[config.mk]
export PLATFORM = sky130hd
export DESIGN_NAME = pi1_rr_arb
export DESIGN_NICKNAME = d
export VERILOG_FILES = /design/src/rtl/pi1_rr_arb_pkg.sv /design/src/rtl/pi1_rr_arb_rr_pick.sv /design/src/rtl/pi1_rr_arb.sv
export SDC_FILE = /design/constraint.sdc
export NUM_CORES = 1
export LEC_CHECK = 0
export ABC_AREA = 1
export BUFFER_PORTS_ARGS = -buffer_cell sky130_fd_sc_hd__buf_2
export CAP_MARGIN = 10
export CORE_MARGIN = 10
export CORE_UTILIZATION = 28
export CTS_CLUSTER_DIAMETER = 60
export DETAILED_ROUTE_END_ITERATION = 6
export PLACE_DENSITY = 0.86
export SYNTH_ARGS = -nofsm -noshare
export SYNTH_HDL_FRONTEND = slang
export SYNTH_SLANG_ARGS = --single-unit
[constraint.sdc]
create_clock -name clk_i -period 2.85 [get_ports clk_i]
set_input_delay 0.285 -clock clk_i [delete_from_list [all_inputs] [get_ports clk_i]]
set_output_delay 0.285 -clock clk_i [all_outputs]
set_load 0.02 [all_outputs]
[src/rtl/pi1_rr_arb_pkg.sv]
// Shared PI1 definitions for the round-robin arbiter and its picker.
// Covers the op encoding and the index-width helpers.
package pi1_rr_arb_pkg;

  typedef enum logic [1:0] {
    PINOOP = 2'b00,
    PIWROP = 2'b01,
    PIRDOP = 2'b10,
    PIRWOP = 2'b11
  } pi1_op_e;

  function automatic int clog2(input int v);
    int r;
    for (r = 0; (1 << r) < v; r++) begin
    end
    return r;
  endfunction

  // A single-master index still needs one bit so the ports stay legal.
  function automatic int idxw(input int n);
    return (n > 1) ? clog2(n) : 1;
  endfunction

endpackage

[src/rtl/pi1_rr_arb_rr_pick.sv]
// Combinational round-robin picker: the first requester after cur_i, in
// wrap-around order. found_o is low when nobody else is requesting.
module rr_pick
  import pi1_rr_arb_pkg::*;
#(
  parameter int MASTERCOUNT = 2,
  localparam int IW = idxw(MASTERCOUNT)
) (
  input  logic [MASTERCOUNT-1:0] req_i,
  input  logic [IW-1:0]          cur_i,
  output logic [IW-1:0]          nxt_o,
  output logic                   found_o
);

  // cand[k] is the index that sits k+1 places after cur_i.
  logic [IW-1:0] cand [MASTERCOUNT-1];

  genvar gi;
  for (gi = 1; gi < MASTERCOUNT; gi++) begin : g_cand
    assign cand[gi-1] = IW'((int'(cur_i) + gi) % MASTERCOUNT);
  end

  always_comb begin
    nxt_o   = cur_i;
    found_o = 1'b0;
    for (int k = MASTERCOUNT - 2; k >= 0; k--) begin
      if (req_i[cand[k]]) begin
        nxt_o   = cand[k];
        found_o = 1'b1;
      end
    end
  end

endmodule

[src/rtl/pi1_rr_arb.sv]
// Round-robin arbiter sharing one PI1 slave port among several PI1 masters.
// The grant only moves on a ready cycle where the granted master is idle.
module pi1_rr_arb
  import pi1_rr_arb_pkg::*;
#(
  parameter int MASTERCOUNT = 2,
  parameter int ARCHBITSZ   = 16,
  localparam int SELW       = ARCHBITSZ / 8,
  localparam int ADDRBITSZ  = ARCHBITSZ - clog2(SELW),
  localparam int IW         = idxw(MASTERCOUNT)
) (
  input  logic                             clk_i,
  input  logic                             rst_i,
  input  logic [2*MASTERCOUNT-1:0]         m_pi1_op_i,
  input  logic [ADDRBITSZ*MASTERCOUNT-1:0] m_pi1_addr_i,
  input  logic [ARCHBITSZ*MASTERCOUNT-1:0] m_pi1_data_i,
  input  logic [SELW*MASTERCOUNT-1:0]      m_pi1_sel_i,
  output logic [ARCHBITSZ*MASTERCOUNT-1:0] m_pi1_data_o,
  output logic [MASTERCOUNT-1:0]           m_pi1_rdy_o,
  output logic [1:0]                       s_pi1_op_o,
  output logic [ADDRBITSZ-1:0]             s_pi1_addr_o,
  output logic [ARCHBITSZ-1:0]             s_pi1_data_o,
  output logic [SELW-1:0]                  s_pi1_sel_o,
  input  logic [ARCHBITSZ-1:0]             s_pi1_data_i,
  input  logic                             s_pi1_rdy_i,
  output logic                             busy_o
);

  logic [IW-1:0]          gnt_q, gnt_d;
  logic                   outstanding_q, outstanding_d;
  logic [MASTERCOUNT-1:0] req;
  logic [1:0]             gnt_op;
  logic [IW-1:0]          pick_idx;
  logic                   pick_found;

  genvar gi;
  for (gi = 0; gi < MASTERCOUNT; gi++) begin : g_req
    assign req[gi] = (m_pi1_op_i[2*gi +: 2] != PINOOP);
  end

  assign gnt_op = m_pi1_op_i[2*gnt_q +: 2];

  rr_pick #(
    .MASTERCOUNT(MASTERCOUNT)
  ) u_pick (
    .req_i  (req),
    .cur_i  (gnt_q),
    .nxt_o  (pick_idx),
    .found_o(pick_found)
  );

  // An accepted op pins the grant, so a streaming master keeps the port.
  always_comb begin
    gnt_d         = gnt_q;
    outstanding_d = outstanding_q;
    if (s_pi1_rdy_i) begin
      if (gnt_op != PINOOP) begin
        outstanding_d = 1'b1;
      end else begin
        outstanding_d = 1'b0;
        if (pick_found) gnt_d = pick_idx;
      end
    end
  end

  always_ff @(posedge clk_i or negedge rst_i) begin
    if (!rst_i) begin
      gnt_q         <= '0;
      outstanding_q <= 1'b0;
    end else begin
      gnt_q         <= gnt_d;
      outstanding_q <= outstanding_d;
    end
  end

  // Everything is gated off while reset is held so the slave sees NOOP.
  always_comb begin
    s_pi1_op_o   = PINOOP;
    s_pi1_addr_o = '0;
    s_pi1_data_o = '0;
    s_pi1_sel_o  = '0;
    m_pi1_rdy_o  = '0;
    m_pi1_data_o = '0;
    busy_o       = 1'b0;
    if (rst_i) begin
      s_pi1_op_o   = gnt_op;
      s_pi1_addr_o = m_pi1_addr_i[ADDRBITSZ*gnt_q +: ADDRBITSZ];
      s_pi1_data_o = m_pi1_data_i[ARCHBITSZ*gnt_q +: ARCHBITSZ];
      s_pi1_sel_o  = m_pi1_sel_i[SELW*gnt_q +: SELW];
      m_pi1_rdy_o[gnt_q] = s_pi1_rdy_i;
      m_pi1_data_o[ARCHBITSZ*gnt_q +: ARCHBITSZ] = s_pi1_data_i;
      busy_o       = outstanding_q;
    end
  end

endmodule

# ---- Word level (Yosys, flattened, before mapping)
# Cells that the tools add are included.
dict set report totals {
  ff_bits 2
  input_bits 89
  out_inout_bits 70
  wordCells 35
}
dict set report op_classes {
  n_addsub 2
  mul 1
  order_cmp 3
  shifts 6
  n_mux 13
  bitwise 3
  reduce_logical 5
}
# cell count
set op_table {}
lappend op_table {{$neg 5->34} 1}
lappend op_table {{$shift 16x34->32 const A} 1}
lappend op_table {{$shiftx 16x34->32} 1}
lappend op_table {{$and 32x32->32} 1}
lappend op_table {{$mux 32} 1}
lappend op_table {{$shiftx 32x6->16} 1}
lappend op_table {{$shiftx 30x6->15} 1}
lappend op_table {{$mux 16} 1}
lappend op_table {{$mux 15} 1}
lappend op_table {{$shiftx 4x3->2} 2}
lappend op_table {{$mux 1} 6}
lappend op_table {{$mux 2} 3}
lappend op_table {{$reduce_bool 2->1} 3}
lappend op_table {{$mul 4x1->5 const A} 1}
lappend op_table {{$lt 1x2->1 const B} 2}
lappend op_table {{$reduce_and 4->1} 1}
lappend op_table {{$and 2x2->2} 1}
lappend op_table {{$add 1x1->1 const B} 1}
lappend op_table {{$demux 1 s1} 1}
lappend op_table {{$ge 1x1->1 const B} 1}
lappend op_table {{$logic_and 1x1->1} 1}
lappend op_table {{$not 1->1} 1}

# ---- Longest topological paths before layout
dict set report logic_depth {
  word_depth 6
  depth_mapped 7
  mapped_depth_nobuf 7
}

# ---- Hierarchy
# A second synthesis with hierarchy kept.
dict set report hier_totals {
  hier_cells 195
  hier_area_um2 868.3
}
# module instances cells_per_inst area_per_inst_um2 seq_area_each_um2
set modules_own_cells {}
lappend modules_own_cells {pi1_rr_arb 1 188 839.6 50.0}
lappend modules_own_cells {rr_pick 1 7 28.8 0.0}

# ---- Worst setup path after synthesis
# No wires, ideal clock.
dict set report synth_path {
  kind {register to output}
  from {register gnt_q}
  to {output s_pi1_addr_o[0]}
  arrival_ns 1.086
  required_ns 2.565
  setup_slack_ns 1.479
  stages_incl_launch_ff 5
  n_path_buf 1
  path_cell_list {dfrtp_1 inv_2 buf_2 nand2_1 a21oi_1}
}
dict set report synth_between {
  elab_chain_len 3
}
# element line_no
set synth_rtl {}
lappend synth_rtl {{from (decl)} pi1_rr_arb.sv:29} ;# logic [IW-1:0] gnt_q, gnt_d;
lappend synth_rtl {{from (signal assigned)} pi1_rr_arb.sv:71} ;# gnt_q <= gnt_d;
lappend synth_rtl {{$mul 4x1->5} pi1_rr_arb.sv:87} ;# s_pi1_addr_o = m_pi1_addr_i[ADDRBITSZ*gnt_q +: ADDRBITSZ];
lappend synth_rtl {{$shiftx 30x6->15} pi1_rr_arb.sv:87}
lappend synth_rtl {{$mux 15} pi1_rr_arb.sv:85} ;# if (rst_i) begin
lappend synth_rtl {{to (decl)} pi1_rr_arb.sv:21} ;# output logic [ADDRBITSZ-1:0] s_pi1_addr_o,
# No other way between the ends.

# ---- Final worst setup path
dict set report layout_path {
  from {input rst_i}
  to {output s_pi1_addr_o[3]}
}
dict set report layout_between {
  elab_chain_len 1
}
# element line_no
set layout_rtl {}
lappend layout_rtl {{from (decl)} pi1_rr_arb.sv:13} ;# input logic rst_i,
lappend layout_rtl {{$mux 15} pi1_rr_arb.sv:85}
# No other way between the ends.

==> results.toml <==
[cells_and_area]
fin_nets = 429
instances_no_fill = 369
final_core_utilization_pct = 57.7
diodes = 0
num-fill-cells = 283
syn2layout_area_growth_pct = 92.8
finalInstanceArea_mm2 = 0.00163
drive_gt1_share_pct = 50.0

[sta]
holdWs_ps = 298
hold_viol = 0
tns_ps = 0
setup-violations-final = 0
grt_setup_unrepaired = "no"
fin_crit_sh_pct = 70.2
tightest_slew_ps = 559
worst_clock_skew_ps = 1.37
final_max_slew_viol_count = 0
fmax_mhz = 500
slew_headroom_pct = 62.7
layout_min_cycle_time_ps = 2000

[synth]
synth_cell_type_count = 15
yosys_warnings = 0
synth.cell_area_um2 = 847
ys_seq_area_share_pct = 5.91
ys_top_cells_by_count = "nand2_1 (72), nor2_1 (37), a21oi_1 (34)"
synth_enable_flop_cells = 0
ys_ff_latch = 2
syn_avg_cell_area_um2 = 4.53
async_reset_ff_share_pct = 100
synth.most_common_cell = "nand2_1"
synth_area_leaders = "nand2_1 (32%), a21oi_1 (20%), nor2_1 (16%), inv_1 (8.9%), dfrtp_1 (5.9%)"
synth_fp_nets = 276
netlist.area_leader.share_pct = 31.9
synth_top_area_cell = "nand2_1"
ys.flop_type = "dfrtp_1"
synthCells = 187

[routing]
met1_length_um = 1660
drt_iter0_markers = 74
dr.pass1.iters = 4
ant_nets = 0
drc_errors = 0
dr_wl_met3_um = 746
viasPerCell = 4.44
routed_wl_um = 5050
wl_met2_um = 2620
vias = 1640
routedWlPerCell_um = 13.7
route.top_layer_used = "met4"

[power_and_ir_drop]
ir_drop_mv = 0.377
p_leak_uw = 0.00117
p_per_area_mw_per_mm2 = 667

[clock_network]
h-tree-depth = 1
cts_buffer_depth = 2
cts_buffers = 3
clk_pin_slew_worst_paths_ps = 30
clock_latency_ps = 220
cts_tree = "done"
cts-root-buf = "clkbuf_4"
cts.sinks = 2
postCtsSetupRepairBufs = 0
cts.repair.resized = 0

[worst_hold_path]
hold_path.class = "in -> reg"

[outcome]
status = "finished, final reports clean"

[global_route]
grt_pass1_vias = 1618
grt_use_total_pct = 16.2
grt_pass1_wl_um = 7490
grt_start_max_net_pins = 39
antenna_found_initial = 0
overflow = 0

[critical_path]
cp-start-kind = "input port"
cp.required_ps = 2570
path_max_fanout = 35
crit_path_end_kind = "primary output"
worstSetupPathType = "in -> out"
crit_arrival_ps = 1710

[place]
portBuffers = 158
dp_hpwl_um = 4290
place_area_mm2 = 0.00160
gp_congestion = 0.751
dp.cells = 365

[floorplan]
start_util_pct = 29.9
coreArea_mm2 = 0.00283
fp-row-count = 19
die_h_um = 75
die-width_um = 75
die_area_mm2 = 0.00563
ios = 159

[flow_run]
drv_cap = 0
## final cells by class
cell class	count	area (µm²)	area share, %
sequential	2	50.0	3.07
timing repair buffer	160	808	49.5
tap	31	38.8	2.38
inverter	22	82.6	5.06
clock buffer	3	22.5	1.38
multi-input combinational	151	631	38.6
## flip-flops by register name, summed over array words and instances (netlist names)
name	cells
gnt_q	1
outstanding_q	1
## per-layer routing
metal  track usage, %  vias to the layer above
li1                 -                      867
met1             15.8                      684
met2             31.3                       87
met3             6.18                        2
met4             3.57                        0
met5                0                        -
## kinds of logic (layout without fill, tap and decap cells)
family          after synthesis  after routing  share of synthesized area (%)
compound gates               36             36                           21.3
flops                         2              2                           5.91
simple gates                115            115                           53.2
buf+inv                      34            185                           19.6
## worst paths after layout
check | slack (ps) | endpoint | cells after the start | start
min in group asynchronous | 430 | gnt_q | 2 | rst_i
setup reg to reg | 1510 | gnt_q | 6 | gnt_q
setup / recovery | 850 | s_pi1_addr_o[3] | 5 | rst_i
max in group asynchronous | 2270 | outstanding_q | 2 | rst_i
hold reg to reg | 510 | outstanding_q | 2 | outstanding_q
hold / removal | 300 | gnt_q | 3 | m_pi1_op_i[2]
## repair_timing
item | in CTS | in global routing
endpoints found under the setup margin | 0 | 0
hold buffers | 1 | 0
endpoints found under the hold margin | 2 | 0
## placed cells by master, fill, tap and decap left out, types with 2 or more instances in the layout
master	count
buf_2	158
nand2_1	72
nor2_1	37
a21oi_1	34
inv_1	20
clkbuf_4	3
inv_2	2
nand2_2	2
o21ai_1	2
dfrtp_1	2
## stage by stage
stage,setup slack [ps],total power (µW)
after floorplan,1480,768
after global placement,1150,1020
after detailed placement,1100,1040
after CTS,842,1110
after global routing,645,1220
final,850,1090
## power breakdown
| part | total, µW | switching (µW) | internal, µW |
|---|---|---|---|
| Sequential | 49.4 | 7.78 | 41.7 |
| Clock | 62.0 | 15.6 | 46.4 |
| Combinational | 978 | 676 | 303 |
| Total | 1090 | 699 | 391 |
## critical path, stage by stage
cell,delay [ps]
dlygate4sd3_1,530
buf_2,180
inv_2,430
a21oi_1,90
buf_2,190
(Power assumes the default switching activity.)
